### config.mk
export PLATFORM = sky130hd
export DESIGN_NAME = dm_bus_adapter
export DESIGN_NICKNAME = d
export VERILOG_FILES = /design/src/rtl/dm_bus_adapter.sv
export SDC_FILE = /design/constraint.sdc
export NUM_CORES = 1
export LEC_CHECK = 0
export CORE_MARGIN = 1
export CORE_UTILIZATION = 49
export CTS_CLUSTER_SIZE = 12
export DETAILED_ROUTE_END_ITERATION = 10
export PLACE_DENSITY = 0.8
export SLEW_MARGIN = 20
export SYNTH_ARGS = -nofsm -noshare
export SYNTH_HDL_FRONTEND = slang
export SYNTH_SLANG_ARGS = --single-unit
### constraint.sdc
create_clock -name clk -period 8 [get_ports clk]
set_input_delay 1.6 -clock clk [delete_from_list [all_inputs] [get_ports clk]]
set_output_delay 1.6 -clock clk [all_outputs]
set_load 0.01 [all_outputs]
### src/rtl/dm_bus_adapter.sv
// Data-memory bus adapter: maps LSB-aligned core loads/stores onto a word-aligned req/gnt/rvalid memory port.
// Optional macro DM_MISALIGN_SPLIT_EN splits word-crossing accesses into two memory transactions.
module dm_bus_adapter #(
    parameter int TIMEOUT_CYCLES = 16
) (
    input  logic        clk,
    input  logic        rst,
    input  logic [31:0] dataBusAddr,
    input  logic [31:0] dataBusWriteData,
    input  logic [3:0]  dataBusWriteMask,
    input  logic        dataBusWriteEn,
    input  logic        dataBusReadEn,
    output logic [31:0] dataBusReadData,
    output logic        dataBusStall,
    output logic        dataBusError,
    output logic        memReq,
    output logic        memWe,
    output logic [31:0] memAddr,
    output logic [31:0] memWdata,
    output logic [3:0]  memBe,
    input  logic        memGnt,
    input  logic        memRvalid,
    input  logic [31:0] memRdata
);

    localparam int            CW       = $clog2(TIMEOUT_CYCLES + 1);
    localparam logic [CW-1:0] CNT_LAST = CW'(TIMEOUT_CYCLES - 1);
    localparam logic [CW-1:0] CNT_ONE  = CW'(1);
    localparam logic [CW-1:0] CNT_ZERO = CW'(0);

    typedef enum logic [2:0] {
        IDLE  = 3'd0,
        REQ1  = 3'd1,
        RESP1 = 3'd2,
        REQ2  = 3'd3,
        RESP2 = 3'd4,
        DONE  = 3'd5
    } state_t;

    function automatic logic [6:0] shiftMask(input logic [3:0] mask, input logic [1:0] off);
        shiftMask = {3'b000, mask} << off;
    endfunction

    function automatic logic [55:0] shiftData(input logic [31:0] data, input logic [1:0] off);
        shiftData = {24'h000000, data} << {off, 3'b000};
    endfunction

    function automatic logic [31:0] alignRead(input logic [63:0] raw, input logic [1:0] off);
        logic [63:0] sh;
        sh        = raw >> {off, 3'b000};
        alignRead = sh[31:0];
    endfunction

    function automatic logic [31:0] byteMask(input logic [31:0] data, input logic [3:0] mask);
        for (int i = 0; i < 4; i++) begin
            byteMask[8*i +: 8] = mask[i] ? data[8*i +: 8] : 8'h00;
        end
    endfunction

    state_t        state_r, nextState_s;
    logic [CW-1:0] cnt_r;
    logic [31:0]   latAddr_r, latData_r;
    logic [3:0]    latMask_r;
    logic          latWe_r;

    logic [31:0]   effAddr_s, effData_s;
    logic [3:0]    effMask_s;
    logic          effWe_s;
    logic [6:0]    shMask_s;
    logic [55:0]   shData_s;
    logic          crossing_s, rejectCross_s, splitCross_s, timeout_s;
    logic [31:0]   firstAddr_s, secondAddr_s;
    logic          errNext_s;
    logic [63:0]   rawNext_s;
    logic          reqNext_s;
    logic [31:0]   addrNext_s, wdataNext_s, rdNext_s;
    logic [3:0]    beNext_s;

    logic          memReq_r, memWe_r, dataBusError_r;
    logic [31:0]   memAddr_r, memWdata_r, dataBusReadData_r;
    logic [3:0]    memBe_r;

`ifdef DM_MISALIGN_SPLIT_EN
    logic [31:0]   rawLo_r;
`endif

    // Request fields come straight from the core in IDLE (latch edge), otherwise from the latch.
    always_comb begin
        if (state_r == IDLE) begin
            effAddr_s = dataBusAddr;
            effData_s = dataBusWriteData;
            effMask_s = dataBusWriteMask;
            effWe_s   = dataBusWriteEn;
        end else begin
            effAddr_s = latAddr_r;
            effData_s = latData_r;
            effMask_s = latMask_r;
            effWe_s   = latWe_r;
        end
    end

    assign shMask_s     = shiftMask(effMask_s, effAddr_s[1:0]);
    assign shData_s     = shiftData(effData_s, effAddr_s[1:0]);
    assign crossing_s   = |shMask_s[6:4];
    assign firstAddr_s  = {effAddr_s[31:2], 2'b00};
    assign secondAddr_s = firstAddr_s + 32'd4;
    assign timeout_s    = (cnt_r == CNT_LAST);
`ifdef DM_MISALIGN_SPLIT_EN
    assign rejectCross_s = 1'b0;
    assign splitCross_s  = crossing_s;
`else
    assign rejectCross_s = crossing_s;
    assign splitCross_s  = 1'b0;
`endif

    // Next-state logic; rawNext_s carries the unshifted response word(s) into DONE.
    always_comb begin
        nextState_s = state_r;
        errNext_s   = 1'b0;
        rawNext_s   = 64'h0;
        case (state_r)
            IDLE: begin
                if (dataBusReadEn || dataBusWriteEn) begin
                    nextState_s = REQ1;
                end else begin
                    nextState_s = IDLE;
                end
            end
            REQ1: begin
                if (rejectCross_s) begin
                    nextState_s = DONE;
                    errNext_s   = 1'b1;
                end else if (memGnt) begin
                    nextState_s = RESP1;
                end else if (timeout_s) begin
                    nextState_s = DONE;
                    errNext_s   = 1'b1;
                end else begin
                    nextState_s = REQ1;
                end
            end
            RESP1: begin
                if (memRvalid) begin
                    nextState_s = splitCross_s ? REQ2 : DONE;
                    rawNext_s   = {32'h0, memRdata};
                end else if (timeout_s) begin
                    nextState_s = DONE;
                    errNext_s   = 1'b1;
                end else begin
                    nextState_s = RESP1;
                end
            end
`ifdef DM_MISALIGN_SPLIT_EN
            REQ2: begin
                if (memGnt) begin
                    nextState_s = RESP2;
                end else if (timeout_s) begin
                    nextState_s = DONE;
                    errNext_s   = 1'b1;
                end else begin
                    nextState_s = REQ2;
                end
            end
            RESP2: begin
                if (memRvalid) begin
                    nextState_s = DONE;
                    rawNext_s   = {memRdata, rawLo_r};
                end else if (timeout_s) begin
                    nextState_s = DONE;
                    errNext_s   = 1'b1;
                end else begin
                    nextState_s = RESP2;
                end
            end
`endif
            DONE:    nextState_s = IDLE;
            default: nextState_s = IDLE;
        endcase
    end

    // Memory-side values for the state being entered, so the port is driven from flops.
    always_comb begin
        reqNext_s   = 1'b0;
        addrNext_s  = 32'h0;
        beNext_s    = 4'h0;
        wdataNext_s = 32'h0;
        case (nextState_s)
            REQ1: begin
                if (!rejectCross_s) begin
                    reqNext_s   = 1'b1;
                    addrNext_s  = firstAddr_s;
                    beNext_s    = shMask_s[3:0];
                    wdataNext_s = shData_s[31:0];
                end else begin
                    reqNext_s   = 1'b0;
                end
            end
            REQ2: begin
                reqNext_s   = 1'b1;
                addrNext_s  = secondAddr_s;
                beNext_s    = {1'b0, shMask_s[6:4]};
                wdataNext_s = {8'h00, shData_s[55:32]};
            end
            default: reqNext_s = 1'b0;
        endcase
    end

    // Load result for DONE: zero on error or store, otherwise aligned and byte-masked.
    always_comb begin
        if ((nextState_s == DONE) && !errNext_s && !effWe_s) begin
            rdNext_s = byteMask(alignRead(rawNext_s, effAddr_s[1:0]), effMask_s);
        end else begin
            rdNext_s = 32'h0;
        end
    end

    // State register, timeout counter and request latch.
    always_ff @(posedge clk or posedge rst) begin
        if (rst) begin
            state_r   <= IDLE;
            cnt_r     <= CNT_ZERO;
            latAddr_r <= 32'h0;
            latData_r <= 32'h0;
            latMask_r <= 4'h0;
            latWe_r   <= 1'b0;
        end else begin
            state_r <= nextState_s;
            if ((nextState_s != state_r) || (state_r == IDLE) || (state_r == DONE)) begin
                cnt_r <= CNT_ZERO;
            end else begin
                cnt_r <= cnt_r + CNT_ONE;
            end
            if ((state_r == IDLE) && (nextState_s == REQ1)) begin
                latAddr_r <= dataBusAddr;
                latData_r <= dataBusWriteData;
                latMask_r <= dataBusWriteMask;
                latWe_r   <= dataBusWriteEn;
            end else begin
                latAddr_r <= latAddr_r;
                latData_r <= latData_r;
                latMask_r <= latMask_r;
                latWe_r   <= latWe_r;
            end
        end
    end

`ifdef DM_MISALIGN_SPLIT_EN
    // First response word of a split load, needed when the second word arrives.
    always_ff @(posedge clk or posedge rst) begin
        if (rst) begin
            rawLo_r <= 32'h0;
        end else if ((state_r == RESP1) && memRvalid) begin
            rawLo_r <= memRdata;
        end else begin
            rawLo_r <= rawLo_r;
        end
    end
`endif

    // Output registers.
    always_ff @(posedge clk or posedge rst) begin
        if (rst) begin
            memReq_r          <= 1'b0;
            memWe_r           <= 1'b0;
            memAddr_r         <= 32'h0;
            memBe_r           <= 4'h0;
            memWdata_r        <= 32'h0;
            dataBusReadData_r <= 32'h0;
            dataBusError_r    <= 1'b0;
        end else begin
            memReq_r          <= reqNext_s;
            memWe_r           <= reqNext_s & effWe_s;
            memAddr_r         <= addrNext_s;
            memBe_r           <= beNext_s;
            memWdata_r        <= wdataNext_s;
            dataBusReadData_r <= rdNext_s;
            dataBusError_r    <= (nextState_s == DONE) & errNext_s;
        end
    end

    assign memReq          = memReq_r;
    assign memWe           = memWe_r;
    assign memAddr         = memAddr_r;
    assign memBe           = memBe_r;
    assign memWdata        = memWdata_r;
    assign dataBusReadData = dataBusReadData_r;
    assign dataBusError    = dataBusError_r;
    assign dataBusStall    = (dataBusReadEn | dataBusWriteEn) && (state_r != DONE);

endmodule

### Word level (Yosys, flattened, before mapping)

Cells that the tools add are included.

| storage, ports and cells | value |
|---|---|
| bits in registers | 180 |
| bits in latches | 0 |
| memory bits (writable) | 0 |
| ROM bits | 0 |
| output and inout port bits | 104 |
| word-level logic and storage cells | 73 |
| memories kept | 0 |

| operators by class | value |
|---|---|
| add/sub/neg operators | 2 |
| multiply operators | 0 |
| divide/modulo/power cells | 0 |
| $lt $le $gt $ge | 0 |
| eq/ne operators | 9 |
| shifts and indexed selects | 3 |
| multiplexer cells | 32 |
| bitwise gates (word level) | 3 |
| reductions and logical operators | 11 |

Operators by type and width:

| cell | count |
|---|---|
| $mux 32 | 7 |
| $pmux 32 s2 | 2 |
| $shr 64x5->32 | 1 |
| $shl 32x5->56 | 1 |
| $add 32x3->32 const B | 1 |
| $mux 8 | 4 |
| $mux 3 | 5 |
| $pmux 3 s3 | 1 |
| $mux 4 | 2 |
| $pmux 4 s2 | 1 |
| $mux 1 | 7 |
| $shl 4x2->7 | 1 |
| $eq 3x1->1 const B | 2 |
| $eq 3x2->1 const B | 2 |
| $eq 3x3->1 const B | 2 |
| $add 5x1->5 const B | 1 |
| $eq 5x4->1 const B | 1 |
| $mux 5 | 1 |
| $logic_and 1x1->1 | 4 |
| $pmux 1 s2 | 2 |
| $logic_not 3->1 | 1 |
| $logic_or 1x1->1 | 3 |
| $ne 3x3->1 | 1 |
| $ne 3x3->1 const B | 1 |
| 4 further kinds | 6 |

### Longest topological paths before layout

| logic depth | value |
|---|---|
| word-level depth | 10 |
| mapped depth | 8 |

### Least setup slack after synthesis

Ideal clock, no wire load.

| timing path | value |
|---|---|
| kind | input to output |
| from | input dataBusWriteEn |
| to | output dataBusStall |
| arrival | 1883 ps |
| data required time | 6400 ps |
| path slack | 4517 ps |
| stages | 2 |
| buffers on the path | 0 |
| cell sequence | nor2_1 > a31oi_1 |

| between the ends | value |
|---|---|
| cells in the longest elaborated chain, start to end | 2 |

RTL lines:

| item | line | RTL |
|---|---|---|
| from (decl) | 11 | `input logic dataBusWriteEn,` |
| $or 1x1->1 | 288 | `assign dataBusStall = (dataBusReadEn \| dataBusWriteEn) && (state_r != DONE);` |
| $logic_and 1x1->1 | 288 |  |
| to (decl) | 14 | `output logic dataBusStall,` |

Every way passes these cells.

### Final worst setup path

Ends and elaborated chain as after synthesis.

==> impl_results.md <==
- #FFs+latches synth: 178
- Critical-path cell list: clkdlybuf4s50_1 > nor2_1 > a31oi_1 > clkdlybuf4s50_1
- Crit path depth: 4
- Synthesized area per cell: 11.3 um^2
- First-pass GRT wire length: 34.4 mm
- CTS Root Cell: clkbuf_16
- Post_cts resized: 0
- Syn Std Cell Area: 8250 um^2
- Worst hold slack: 0.460 ns
- Vias in the first global route: roughly 6.3k
- Global Route Usage Sum: 0.256
- Worst Setup End Kind: output pin
- Fin nets: slightly above 1k
- Setup slack, reg-to-reg: 4.43 ns
- Worst reg2reg startpoint: state_r[0]
- Setup slack after layout: 3.36 ns
- Detailed-route via count: about 6.4k
- Crit Path Class: input port to output pin
- DRC viols: 0
- Htree depth: 4
- RSZ-0062 raised after global routing: false
- CP Launch Type: input port
- Highest metal used: met4
- Worst r2r path cells: 6
- Core Region: 16500 um^2
- Status: finished, final reports clean
- Metal2 WL: between 10 and 15 mm
- Worst-Margin Slew: 0.981 ns
- DRT antenna net count: 0
- Initial Utilization: 0.499
- Max-cap viol count: 0
- Post-Syn Instances: 733
- Max Buffers Root-to-Sink: 2
- Die area: 17400 um^2
- Share of flip-flops with an asynchronous set or reset: 1.00
- Yosys cell types: 54
- Layout area overhead: 34.8%
- Ys flop type: dfrtp_1
- Cell Pwr Density: 374 nW/um^2
- Io pins: 210
- Post-CTS Setup Repair Bufs: 0
- Final Util: 0.673
- Detailed placement HPWL: 14.0 mm
- Critical Path Start: dataBusWriteEn
- Grt total ovfl: 0
- Slew headroom: 0.346
- Iter 0 DRT Violations: about 370
- Final worst path period need: 4.64 ns
- Worst-skew pair later-pin latency: 0.43 ns
- Crit path capture: dataBusStall
- Top delay family on crit path: buffers and inverters
- TritonRoute pass-1 iters: 4
- WL/cell: about 19 um
- N_diodes: 0
- CP dominant cell by count: clkdlybuf4s50_1
- Final period util: 0.580
- Seq/Total Area, Yosys: 0.540
- Worst R2R End: memWdata[8]
- Row Count: 47
- Chip Width: 132 um
- Cts-stage hold buffer count: 0
- Clk_skew: 0.00978 ns
- Vias per cell: 5.54
- Crit path buffers/inverters: 2
- Max IR drop VDD: roughly 0.21 mV
- FMAX: 216 MHz
- Initial antenna violation count: 0
- TritonCTS clock tree: yes
- Worst path required time: 6.40 ns
- Hold Path Class: flop to flop
- Routed WL: between 20 and 25 mm
- Setup TNS: 0 ns
- DRT met1 WL: 9.13 mm
- Leakage Power: ~0.005 uW
- Final hold violation count: 0
- EDFF count, synth: 0
- Largest fanout on the critical path: 3
- Final setup fails: 0
- Sink Count: 178
- Met3 wire length: ~1.4 mm
- Slowest CP cell: clkdlybuf4s50_1
- Port Buf Inserts: between 200 and 250
- Die H: 132 um
- Yosys warns: 0
- Place WS: approximately 3.4 ns
- Share of cells above drive strength 1: 0.143
- Max incr delay on CP: 0.50 ns
- GPL Wtd Cong: 0.836
- Crit path DAT: 3.04 ns
- Max Slew Vio Count: 0
- Inserted Clock Buffers: 17
- Clock slew at reported path FFs: 0.07 ns
- Largest net degree at the start of global routing: 112
power breakdown:
group | switching [uW] | internal, uW | total (uW)
sequential | 228 | 1210 | 1440
clock | 375 | 511 | 886
combinational | 963 | 873 | 1840
total | 1570 | 2600 | 4160
cell usage in the layout (no fill, tap or decap), drive strengths merged, types with 15 or more instances in the layout:
master         Yosys  layout
mux2i             63      63
clkdlybuf4s50      0     206
a21boi            16      16
and3              19      19
nand3             16      16
mux2              69      69
a21oi             53      53
inv                7      15
dfrtp            178     178
nor2              20      20
nand2             94      94
clkbuf            24      18
o21ai             23      23
cells in the mapped netlist, types with 9 or more instances:
| cell | instances | area, um^2 |
|---|---|---|
| dfrtp_1 | 178 | 4450 |
| nand2_1 | 94 | 353 |
| mux2_2 | 69 | 777 |
| mux2i_1 | 63 | 631 |
| a21oi_1 | 53 | 265 |
| buf_2 | 24 | 120 |
| clkbuf_1 | 24 | 90.1 |
| nor2_1 | 20 | 75.1 |
| and3_1 | 19 | 119 |
| o21ai_0 | 19 | 95.1 |
| a21boi_0 | 16 | 120 |
| nand3_1 | 16 | 80.1 |
| and2_1 | 11 | 68.8 |
| nor3_1 | 10 | 50.1 |
| nor2b_1 | 9 | 56.3 |
through the flow:
step                power, uW  area (um^2)  std cells
floorplan                2640         8250        734
global placement         3220        10400       1115
detailed placement       3260        10400       1115
CTS                      4170        11100       1147
global route             4410        11100       1149
finish                   4160        11100       1149
worst min-delay path by stage:
stage                    end  startpoint  slack (ns)  depth (start not counted)
floorplan           cnt_r[0]    cnt_r[0]        0.43                          1
global placement    cnt_r[0]    cnt_r[0]        0.45                          1
detailed placement  cnt_r[0]    cnt_r[0]        0.45                          1
CTS                 cnt_r[0]    cnt_r[0]        0.46                          1
global route        cnt_r[0]    cnt_r[0]        0.48                          1
finish              cnt_r[0]    cnt_r[0]        0.46                          1
cell type report:
type | instances | area [um^2]
well taps | 220 | 275
inverters | 7 | 31.3
clock buffers | 18 | 439
clock inverters | 14 | 189
fillers | 1244 | 5410
repair buffers | 217 | 2180
multi-input cells | 495 | 3540
flip-flops and latches | 178 | 4460
flip-flops by register name (all words and copies together), names as in the netlist:
register         cells
latData_r           32
memReq               1
dataBusReadData     32
state_r              3
memWdata            32
memAddr             30
memWe                1
memBe                4
latMask_r            4
cnt_r                5
latWe_r              1
dataBusError         1
latAddr_r           32
per-layer routing:
metal / up-vias / GRT usage
li1: 2977 / -
met1: 3111 / 0.353
met2: 241 / 0.392
met3: 35 / 0.0607
met4: 0 / 0.101
met5: - / 0
kinds of logic after synthesis:
family	after synthesis	synth area share
AOI/OAI and AO/OA	154	0.128
DFF	178	0.540
xor gates and xnor gates	2	0.00212
buffers and inverters	61	0.0346
adders and majority gates	2	0.00303
other	1	0.000455
and+or+nand+nor	203	0.121
muxes	132	0.171
Note: power is estimated with default switching activity, not from simulation.
